--- src/rtl/dp_ram_arb_pkg.sv ---
// Shared types for the dual-port RAM arbiter: RAM port selector and the
// read-return tag that travels with each RAM command.
package dp_ram_arb_pkg;

    localparam int ID_W = 3;

    typedef enum logic {
        PORT_A = 1'b0,
        PORT_B = 1'b1
    } port_e;

    typedef struct packed {
        logic            valid;
        logic [ID_W-1:0] id;
        port_e           port;
    } tag_t;

    localparam tag_t TAG_IDLE = '{valid: 1'b0, id: '0, port: PORT_A};

    function automatic logic tag_hit(input tag_t t, input logic [ID_W-1:0] id);
        return t.valid && (t.id == id);
    endfunction

    function automatic logic [31:0] tag_dummy_unused(input logic [31:0] x);
        return x;
    endfunction

endpackage

--- src/rtl/dp_ram_arbiter_rr_pick2.sv ---
// Combinational round-robin picker: first requester at/after ptr wins A,
// the next requester after it (circularly) wins B.
module rr_pick2
    import dp_ram_arb_pkg::*;
#(
    parameter int NREQ = 4,
    parameter int IW   = $clog2(NREQ)
) (
    input  logic [NREQ-1:0] req,
    input  logic [IW-1:0]   ptr,
    output logic [IW-1:0]   idx_a,
    output logic [IW-1:0]   idx_b,
    output logic            valid_a,
    output logic            valid_b
);

    int              j;
    logic [NREQ-1:0] onehot;

    always_comb begin
        idx_a   = '0;
        idx_b   = '0;
        valid_a = 1'b0;
        valid_b = 1'b0;
        j       = 0;
        onehot  = '0;
        for (int i = 0; i < NREQ; i++) begin
            j = int'(ptr) + i;
            if (j >= NREQ) j = j - NREQ;
            onehot = {{(NREQ-1){1'b0}}, 1'b1} << j;
            if ((req & onehot) != '0) begin
                if (!valid_a) begin
                    valid_a = 1'b1;
                    idx_a   = IW'(j);
                end else if (!valid_b) begin
                    valid_b = 1'b1;
                    idx_b   = IW'(j);
                end
            end
        end
    end

endmodule

--- src/rtl/dp_ram_arbiter.sv ---
// Arbitrates NREQ requesters onto the two ports of an external dual-port RAM
// and routes the one-cycle-latency read data back through a tag pipeline.
module dp_ram_arbiter
    import dp_ram_arb_pkg::*;
#(
    parameter int NREQ     = 4,
    parameter int DPRAM_AW = 10,
    parameter int DPRAM_DW = 32
) (
    input  logic                     clk,
    input  logic                     rst,
    input  logic [NREQ-1:0]          req_i,
    input  logic [NREQ-1:0]          we_i,
    input  logic [NREQ*DPRAM_AW-1:0] adr_i,
    input  logic [NREQ*DPRAM_DW-1:0] wdat_i,
    output logic [NREQ-1:0]          gnt_o,
    output logic [NREQ-1:0]          rvalid_o,
    output logic [NREQ*DPRAM_DW-1:0] rdat_o,
    output logic                     cyc_a_o,
    output logic                     we_a_o,
    output logic [DPRAM_AW-1:0]      adr_a_o,
    output logic [DPRAM_DW-1:0]      dat_a_o,
    output logic                     cyc_b_o,
    output logic                     we_b_o,
    output logic [DPRAM_AW-1:0]      adr_b_o,
    output logic [DPRAM_DW-1:0]      dat_b_o,
    input  logic [DPRAM_DW-1:0]      dat_a_i,
    input  logic [DPRAM_DW-1:0]      dat_b_i
);

    localparam int IW = (NREQ > 1) ? $clog2(NREQ) : 1;

    logic [IW-1:0]       rr_ptr, idx_a, idx_b;
    logic                valid_a, valid_b, collide, grant_b;
    tag_t                tag_a_p0, tag_b_p0, tag_a_p1, tag_b_p1;
    logic [DPRAM_AW-1:0] adr_arr  [NREQ];
    logic [DPRAM_DW-1:0] wdat_arr [NREQ];

    function automatic logic [IW-1:0] wrap_inc(input logic [IW-1:0] idx);
        return (idx == IW'(NREQ - 1)) ? '0 : idx + 1'b1;
    endfunction

    function automatic logic [DPRAM_DW-1:0] pick_dat(input port_e p,
                                                      input logic [DPRAM_DW-1:0] da,
                                                      input logic [DPRAM_DW-1:0] db);
        return (p == PORT_B) ? db : da;
    endfunction

    for (genvar g = 0; g < NREQ; g++) begin : g_unpack
        assign adr_arr[g]  = adr_i[g*DPRAM_AW +: DPRAM_AW];
        assign wdat_arr[g] = wdat_i[g*DPRAM_DW +: DPRAM_DW];
    end

    rr_pick2 #(.NREQ(NREQ), .IW(IW)) u_pick (
        .req     (req_i),
        .ptr     (rr_ptr),
        .idx_a   (idx_a),
        .idx_b   (idx_b),
        .valid_a (valid_a),
        .valid_b (valid_b)
    );

    // Two writes to one address would race inside the RAM, so B backs off.
    assign collide = we_i[idx_a] && we_i[idx_b] && (adr_arr[idx_a] == adr_arr[idx_b]);
    assign grant_b = valid_b && !collide;

    always_comb begin
        gnt_o = '0;
        if (!rst) begin
            if (valid_a) gnt_o[idx_a] = 1'b1;
            if (grant_b) gnt_o[idx_b] = 1'b1;
        end
    end

    // p0: command registered onto the RAM ports, tag captured alongside
    always_ff @(posedge clk or posedge rst) begin
        if (rst) begin
            rr_ptr   <= '0;
            cyc_a_o  <= 1'b0;
            cyc_b_o  <= 1'b0;
            tag_a_p0 <= TAG_IDLE;
            tag_b_p0 <= TAG_IDLE;
            tag_a_p1 <= TAG_IDLE;
            tag_b_p1 <= TAG_IDLE;
        end else begin
            cyc_a_o  <= valid_a;
            cyc_b_o  <= grant_b;
            tag_a_p0 <= '{valid: valid_a && !we_i[idx_a], id: ID_W'(idx_a), port: PORT_A};
            tag_b_p0 <= '{valid: grant_b && !we_i[idx_b], id: ID_W'(idx_b), port: PORT_B};
            // p1: tag aligned with the RAM read data
            tag_a_p1 <= tag_a_p0;
            tag_b_p1 <= tag_b_p0;
            if (grant_b)      rr_ptr <= wrap_inc(idx_b);
            else if (valid_a) rr_ptr <= wrap_inc(idx_a);
        end
    end

    always_ff @(posedge clk or posedge rst) begin
        if (rst) begin
            we_a_o  <= 1'b0;
            adr_a_o <= '0;
            dat_a_o <= '0;
            we_b_o  <= 1'b0;
            adr_b_o <= '0;
            dat_b_o <= '0;
        end else begin
            if (valid_a) begin
                we_a_o  <= we_i[idx_a];
                adr_a_o <= adr_arr[idx_a];
                dat_a_o <= wdat_arr[idx_a];
            end
            if (grant_b) begin
                we_b_o  <= we_i[idx_b];
                adr_b_o <= adr_arr[idx_b];
                dat_b_o <= wdat_arr[idx_b];
            end
        end
    end

    for (genvar g = 0; g < NREQ; g++) begin : g_route
        logic hit_a, hit_b;
        assign hit_a       = tag_hit(tag_a_p1, ID_W'(g));
        assign hit_b       = tag_hit(tag_b_p1, ID_W'(g));
        assign rvalid_o[g] = hit_a || hit_b;
        assign rdat_o[g*DPRAM_DW +: DPRAM_DW] =
            hit_a ? pick_dat(tag_a_p1.port, dat_a_i, dat_b_i) :
            hit_b ? pick_dat(tag_b_p1.port, dat_a_i, dat_b_i) : '0;
    end

endmodule

--- config.mk ---
export PLATFORM = sky130hd
export DESIGN_NAME = dp_ram_arbiter
export DESIGN_NICKNAME = d
export VERILOG_FILES = /design/src/rtl/dp_ram_arb_pkg.sv /design/src/rtl/dp_ram_arbiter_rr_pick2.sv /design/src/rtl/dp_ram_arbiter.sv
export SDC_FILE = /design/constraint.sdc
export NUM_CORES = 1
export LEC_CHECK = 0
export BUFFER_PORTS_ARGS = -buffer_cell sky130_fd_sc_hd__buf_2
export CORE_AREA = 2 2 184 186
export CTS_CLUSTER_DIAMETER = 100
export DETAILED_ROUTE_END_ITERATION = 12
export DIE_AREA = 0 0 186 188
export PLACE_DENSITY_LB_ADDON = 0.2
export SLEW_MARGIN = 15
export SYNTH_ARGS = -nofsm -noshare
export SYNTH_HDL_FRONTEND = slang
export SYNTH_SLANG_ARGS = --single-unit
--- constraint.sdc ---
create_clock -name clk -period 12.7 [get_ports clk]
set_clock_uncertainty 0.2 [all_clocks]
set_input_delay 2.54 -clock clk [delete_from_list [all_inputs] [get_ports clk]]
set_output_delay 2.54 -clock clk [all_outputs]
set_load 0.01 [all_outputs]
Word-level counts from Yosys, hierarchy flattened
Cells that the tools add are included.
W data, S select, Z words.
{"block": "classes", "bitwise_logic": 7, "reduce_logical": 29, "addsub": 9, "n_lt_le_gt_ge": 10, "eq_ne": 9, "shift": 4, "n_mux": 66}
{"cell": "$mux W32", "n": 17}
{"cell": "$bmux W32 S2", "n": 2}
{"cell": "$shl A1 B32 Y4 const A", "n": 4}
{"cell": "$ge A32 B4 Y1 const B", "n": 3}
{"cell": "$sub A32 B4 Y32 const B", "n": 3}
{"cell": "$bmux W10 S2", "n": 2}
{"cell": "$mux W10", "n": 4}
{"cell": "$mux W2", "n": 19}
{"cell": "$and A4 B4 Y4", "n": 4}
{"cell": "$mux W4", "n": 4}
{"cell": "$reduce_bool A4 Y1", "n": 4}
{"cell": "$logic_and A1 B1 Y1", "n": 15}
{"cell": "$mux W1", "n": 14}
{"cell": "$eq A2 B2 Y1 const B", "n": 6}
{"cell": "$eq A10 B10 Y1", "n": 1}
{"cell": "$add A2 B2 Y3 const B", "n": 2}
{"cell": "$ge A3 B3 Y1 const B", "n": 2}
{"cell": "$logic_not A3 Y1", "n": 2}
{"cell": "$lt A2 B3 Y1 const B", "n": 2}
{"cell": "$not A2 Y3", "n": 2}
{"cell": "$add A2 B1 Y2 const B", "n": 2}
{"cell": "$bmux W1 S2", "n": 2}
{"cell": "$demux W1 S2", "n": 2}
{"cell": "$eq A2 B1 Y1 const B", "n": 2}
{"cell": "other kinds (8)", "n": 14}
{"block": "totals", "inputBits": 242, "word_cells": 153, "output_inout_bits": 224, "regBits": 104}

Longest topological paths before layout
{"block": "depth", "depth_word": 24, "depth_mapped": 19, "depth_no_buf": 15}

By module
From an unflattened synthesis, not the netlist that was laid out.
{"block": "hier_totals", "cells_unflattened": 747, "area_unflattened_um2": 8104.0}
{"module": "dp_ram_arbiter", "n_inst": 1, "seq_area_each_um2": 2602.5, "cells_per_inst": 685, "area_per_inst_um2": 7637.3}
{"module": "rr_pick2", "n_inst": 1, "seq_area_each_um2": 0.0, "cells_per_inst": 62, "area_per_inst_um2": 466.7}

Least setup slack after synthesis
OpenSTA, ideal clock, no wires.
{"block": "synth_timing", "path_kind": "input-to-output", "startpoint": "input rst", "endpoint": "output gnt_o[0]", "n_path_buf": 0, "t_arrival_ps": 5698, "slack_ps": 4262, "path_stages": 3, "required_ps": 9960, "path_cell_list": "clkinv_1 -> nand3_1 -> o21ai_0"}
{"block": "synth_between", "elab_chain_len": 1}
{"item": "start: declaration", "line": "dp_ram_arbiter.sv:11", "rtl": "input logic rst,"}
{"item": "$mux W4", "line": "dp_ram_arbiter.sv:69", "rtl": "if (!rst) begin"}
{"item": "end: declaration", "line": "dp_ram_arbiter.sv:16", "rtl": "output logic [NREQ-1:0] gnt_o,"}
Every way passes these cells.

Final worst setup path
{"block": "layout_timing", "startpoint": "input req_i[1]", "endpoint": "output gnt_o[1]"}
{"block": "layout_between", "elab_chain_len": 21}
{"item": "start: declaration", "line": "dp_ram_arbiter.sv:12", "rtl": "input logic [NREQ-1:0] req_i,"}
{"item": "$and A4 B4 Y4", "line": "dp_ram_arbiter_rr_pick2.sv:31", "rtl": "if ((req & onehot) != '0) begin"}
{"item": "$reduce_bool A4 Y1", "line": "dp_ram_arbiter_rr_pick2.sv:31"}
{"item": "$mux W1", "line": "dp_ram_arbiter_rr_pick2.sv:31"}
{"item": "$mux W2 / $mux W1 (equally long branches)", "line": "dp_ram_arbiter_rr_pick2.sv:32", "rtl": "if (!valid_a) begin"}
{"item": "$mux W2 / $mux W1 (equally long branches)", "line": "dp_ram_arbiter_rr_pick2.sv:31"}
{"item": "$mux W2", "line": "dp_ram_arbiter_rr_pick2.sv:35", "rtl": "end else if (!valid_b) begin"}
{"item": "$mux W2", "line": "dp_ram_arbiter_rr_pick2.sv:32"}
{"item": "$mux W2", "line": "dp_ram_arbiter_rr_pick2.sv:31"}
{"item": "[... 4 more ...]"}
{"item": "$bmux W10 S2", "line": "dp_ram_arbiter.sv:64", "rtl": "assign collide = we_i[idx_a] && we_i[idx_b] && (adr_arr[idx_a] == adr_arr[idx_b]);"}
{"item": "$mux W10 (not written as such) (2 in a row)", "line": "dp_ram_arbiter.sv:64"}
{"item": "$eq A10 B10 Y1", "line": "dp_ram_arbiter.sv:64"}
{"item": "$logic_and A1 B1 Y1", "line": "dp_ram_arbiter.sv:64"}
{"item": "$logic_not A1 Y1", "line": "dp_ram_arbiter.sv:65", "rtl": "assign grant_b = valid_b && !collide;"}
{"item": "$logic_and A1 B1 Y1", "line": "dp_ram_arbiter.sv:65"}
{"item": "$mux W4 (*)", "line": "dp_ram_arbiter.sv:71", "rtl": "if (grant_b) gnt_o[idx_b] = 1'b1;"}
{"item": "$mux W4 (*)", "line": "dp_ram_arbiter.sv:69"}
Mark *: on every way between the ends. The rest lies on a longest branch, timed or not. The select of a mux whose other input is x is not followed.

==> metrics.txt <==
hpwl dp=28000 µm; Worst EP arrival=7.11 ns; worst setup margin=2.85 ns; Routed Antenna Nets=0; number of global-route vias before repair=9172; Post-Synth XOR/XNOR Area=0.0122; Total Routing Usage GR=0.202; syn_area_per_cell=7.60 µm²; Post-Place Cells=1971; CTS Buffer Depth=2; fin crit share=0.776; hold slack=0.156 ns; hold crit path type=reg2reg; largest cells by area after synthesis=dfrtp_1, nand2_1, o21ai_0; setup bufs post-CTS=0; Remaining Overflow, GRT=0; VDD IR max=0.191 mV; PostCTS Resize Cnt=0; worst path required time=9.96 ns; detailed-route via count=9806; unrepaired setup endpoints after global routing=false; Clk Tree Root Cell=clkbuf_16; crit-path leading delay family=compound AO/OA/AOI/OAI gates; multiplexer share of the synthesized area=0.213; Area Overhead vs Synth=35.2%; Synth Register Bits=104; antenna violations before repair=14; Seq/Total Area, Yosys=0.303; fill count=3578; slew margin rel.=0.272; critical path class=in2out; Final Hold Viols=0; clk slew on worst S/H paths=0.07 ns; Cells after Synth=1129; slowest CP cell=o22ai_4; clock buffer count from CTS=9; Tmin final=9.85 ns; Synth warnings=0; worst skew pair latency=0.36 ns; Post-Syn Nets=1385; Avg WL per Cell=18.7 µm; Post-Synth Simple-Gate Area=0.225; FMAX=102 MHz; final slew viol count=0; NumNets Final=1791; Worst Tran Pin Value=1.09 ns; setup_tns=0 ns; Setup-failing EPs final=0; R2R Path Start=rr_ptr[0]; Starting Density=0.259; beginning of the worst hold path=tag_b_p0[0]; post-synthesis compound-gate area fraction=0.173; fraction of registers with async set/reset=1.00; Critical Path, Cell by Cell=buf_2 -> a22oi_1 -> and2_1 -> inv_4 -> xnor2_1 -> o22ai_4 -> buf_4 -> mux4_1 -> xnor2_1 -> and3_1 -> nand4_1 -> nor2_1 -> o21ai_0 -> buf_2; largest family of logic cells by synthesized area=simple AND/OR/NAND/NOR gates; synthesized cell area=0.00858 mm²; core area=0.0331 mm²; clock sink count=104; layout cells sized above 1=0.385; post-synth top area cell=dfrtp_1; Setup crit end kind=output port; outcome=finished clean; non-filler cells, final=1998; Synth top area share=0.303; largest net degree at the start of global routing=80; Post-synth EDFFs=0; Die ar.=0.0350 mm²; First-pass DRT Iterations=6; chip width=186 µm; CTS tree=yes; Total Wirelength=37400 µm; Starting DRT DRC Count=552; Top FF cell, synth=dfrtp_1; num rows=67; Bufs and invs on worst path=4; Vias/cell=4.91; H-tree levels=3; global-route wire length before repair=54000 µm; dpl ws=2.80 ns; P_leak=5.94 nW; hold_buf cts=0; CP Max Fanout=29; Cell Pwr Density=392 mW/mm²; final RePlAce weighted congestion=0.877; max cap viols=0; Netlist cell types=50; crit start category=input pin; adder-cell share of the synthesized area=0.0204; drc violations=0; PortBufs=465; crit path from=req_i[1]; I/O pins=466; Largest stage delay, worst path=0.77 ns; chip height=188 µm
[cell type report]
type	instances	area (µm²)	share of cell area
clock inverters	3	17.5	0.00151
multi-input cells	926	5630	0.485
diodes	10	25.0	0.00216
repair buffers	482	2470	0.213
inverters	12	50.0	0.00431
flip-flops and latches	104	2600	0.224
clock buffers	13	250	0.0216
well taps	448	561	0.0483
[cells in the mapped netlist, types with 8 or more instances]
cell type and n:
nand2_1 371, o21ai_0 170, dfrtp_1 104, mux2i_1 69
clkbuf_1 64, mux2_2 47, a21oi_1 40, nor2_1 40
a31oi_1 33, and3_1 33, mux2_4 30, ha_1 14
nand3_1 12, inv_1 9, buf_1 8, buf_6 8
[path summary, 6_finish.rpt]
check	to	slack, ns	depth (start not counted)
worst max-delay path	gnt_o[1]	2.85	14
worst min-delay path	tag_b_p1[0]	0.16	0
worst max register to register	dat_b_o[1]	6.71	14
worst min register to register	tag_b_p1[0]	0.16	0
max in group asynchronous	tag_a_p0[1]	8.92	3
min in group asynchronous	cyc_b_o	2.14	2
[cells in the final DEF, fill, tap and decap left out, drive strengths merged, types with 2 or more instances in the layout]
cell    instances
buf           482
nand2         371
o21ai         173
dfrtp         104
mux2           77
mux2i          69
a21oi          40
nor2           40
a31oi          34
and3           33
ha             14
clkbuf         13
nand3          12
inv            11
diode          10
a22oi           7
mux4            7
xnor2           6
xor2            6
nor2b           5
and2            3
a22o            3
a211oi          3
clkinv          3
or4             2
nand3b          2
o31ai           2
nand2b          2
[per-stage QoR]
stage / cell area, µm² / utilization / power (mW)
final: 11600 / 0.351 / 4.55
after global routing: 11600 / 0.350 / 4.96
after CTS: 11600 / 0.349 / 4.57
after detailed placement: 11300 / 0.341 / 4.29
after global placement: 11300 / 0.341 / 4.25
after floorplan: 8580 / - / 3.29
[where the power goes]
part,leakage [nW],switching (mW),internal (mW),total (mW)
combinational,4.58,2.08,1.55,3.63
sequential,1.23,0.103,0.542,0.645
clock,0.130,0.130,0.138,0.269
[kinds of logic (layout without fill, tap and decap cells)]
family	Yosys count	in the layout
DFF	104	104
xor gates and xnor gates	12	12
adders and majority gates	14	14
buffers and inverters	99	510
and+or+nand+nor	474	474
AOI/OAI and AO/OA	272	272
muxes	153	153
other	1	11
[state kept, by name, summed over array words and instances, names as in the netlist]
name / cells
tag_b_p0: 4
tag_a_p1: 3
rr_ptr: 2
tag_b_p1: 4
we_b_o: 1
adr_a_o: 10
tag_a_p0: 3
cyc_b_o: 1
we_a_o: 1
cyc_a_o: 1
adr_b_o: 10
dat_b_o: 32
dat_a_o: 32
[worst reg2reg max path, stage by stage, from the launching register on]
cell	delay [ns]
dfrtp_1	0.54
inv_1	0.19
ha_1	0.29
a22oi_1	0.19
and2_1	0.36
inv_4	0.13
xnor2_1	0.18
o22ai_4	0.77
buf_4	0.57
mux4_1	0.66
xnor2_1	0.16
and3_1	0.19
nand4_1	0.17
o21a_4	0.84
mux2_2	0.44
[per-layer routing]
| layer | track usage | up-vias | routed length, µm | part of all wire |
|---|---|---|---|---|
| li1 | - | 4717 | - | - |
| met1 | 0.221 | 4604 | 14200 | 0.38 |
| met2 | 0.364 | 420 | 18800 | 0.50 |
| met3 | 0.0554 | 59 | 3060 | 0.082 |
| met4 | 0.0836 | 6 | 1230 | 0.033 |
| met5 | 0 | - | 35 | 0.00094 |
(Power assumes the default switching activity.)
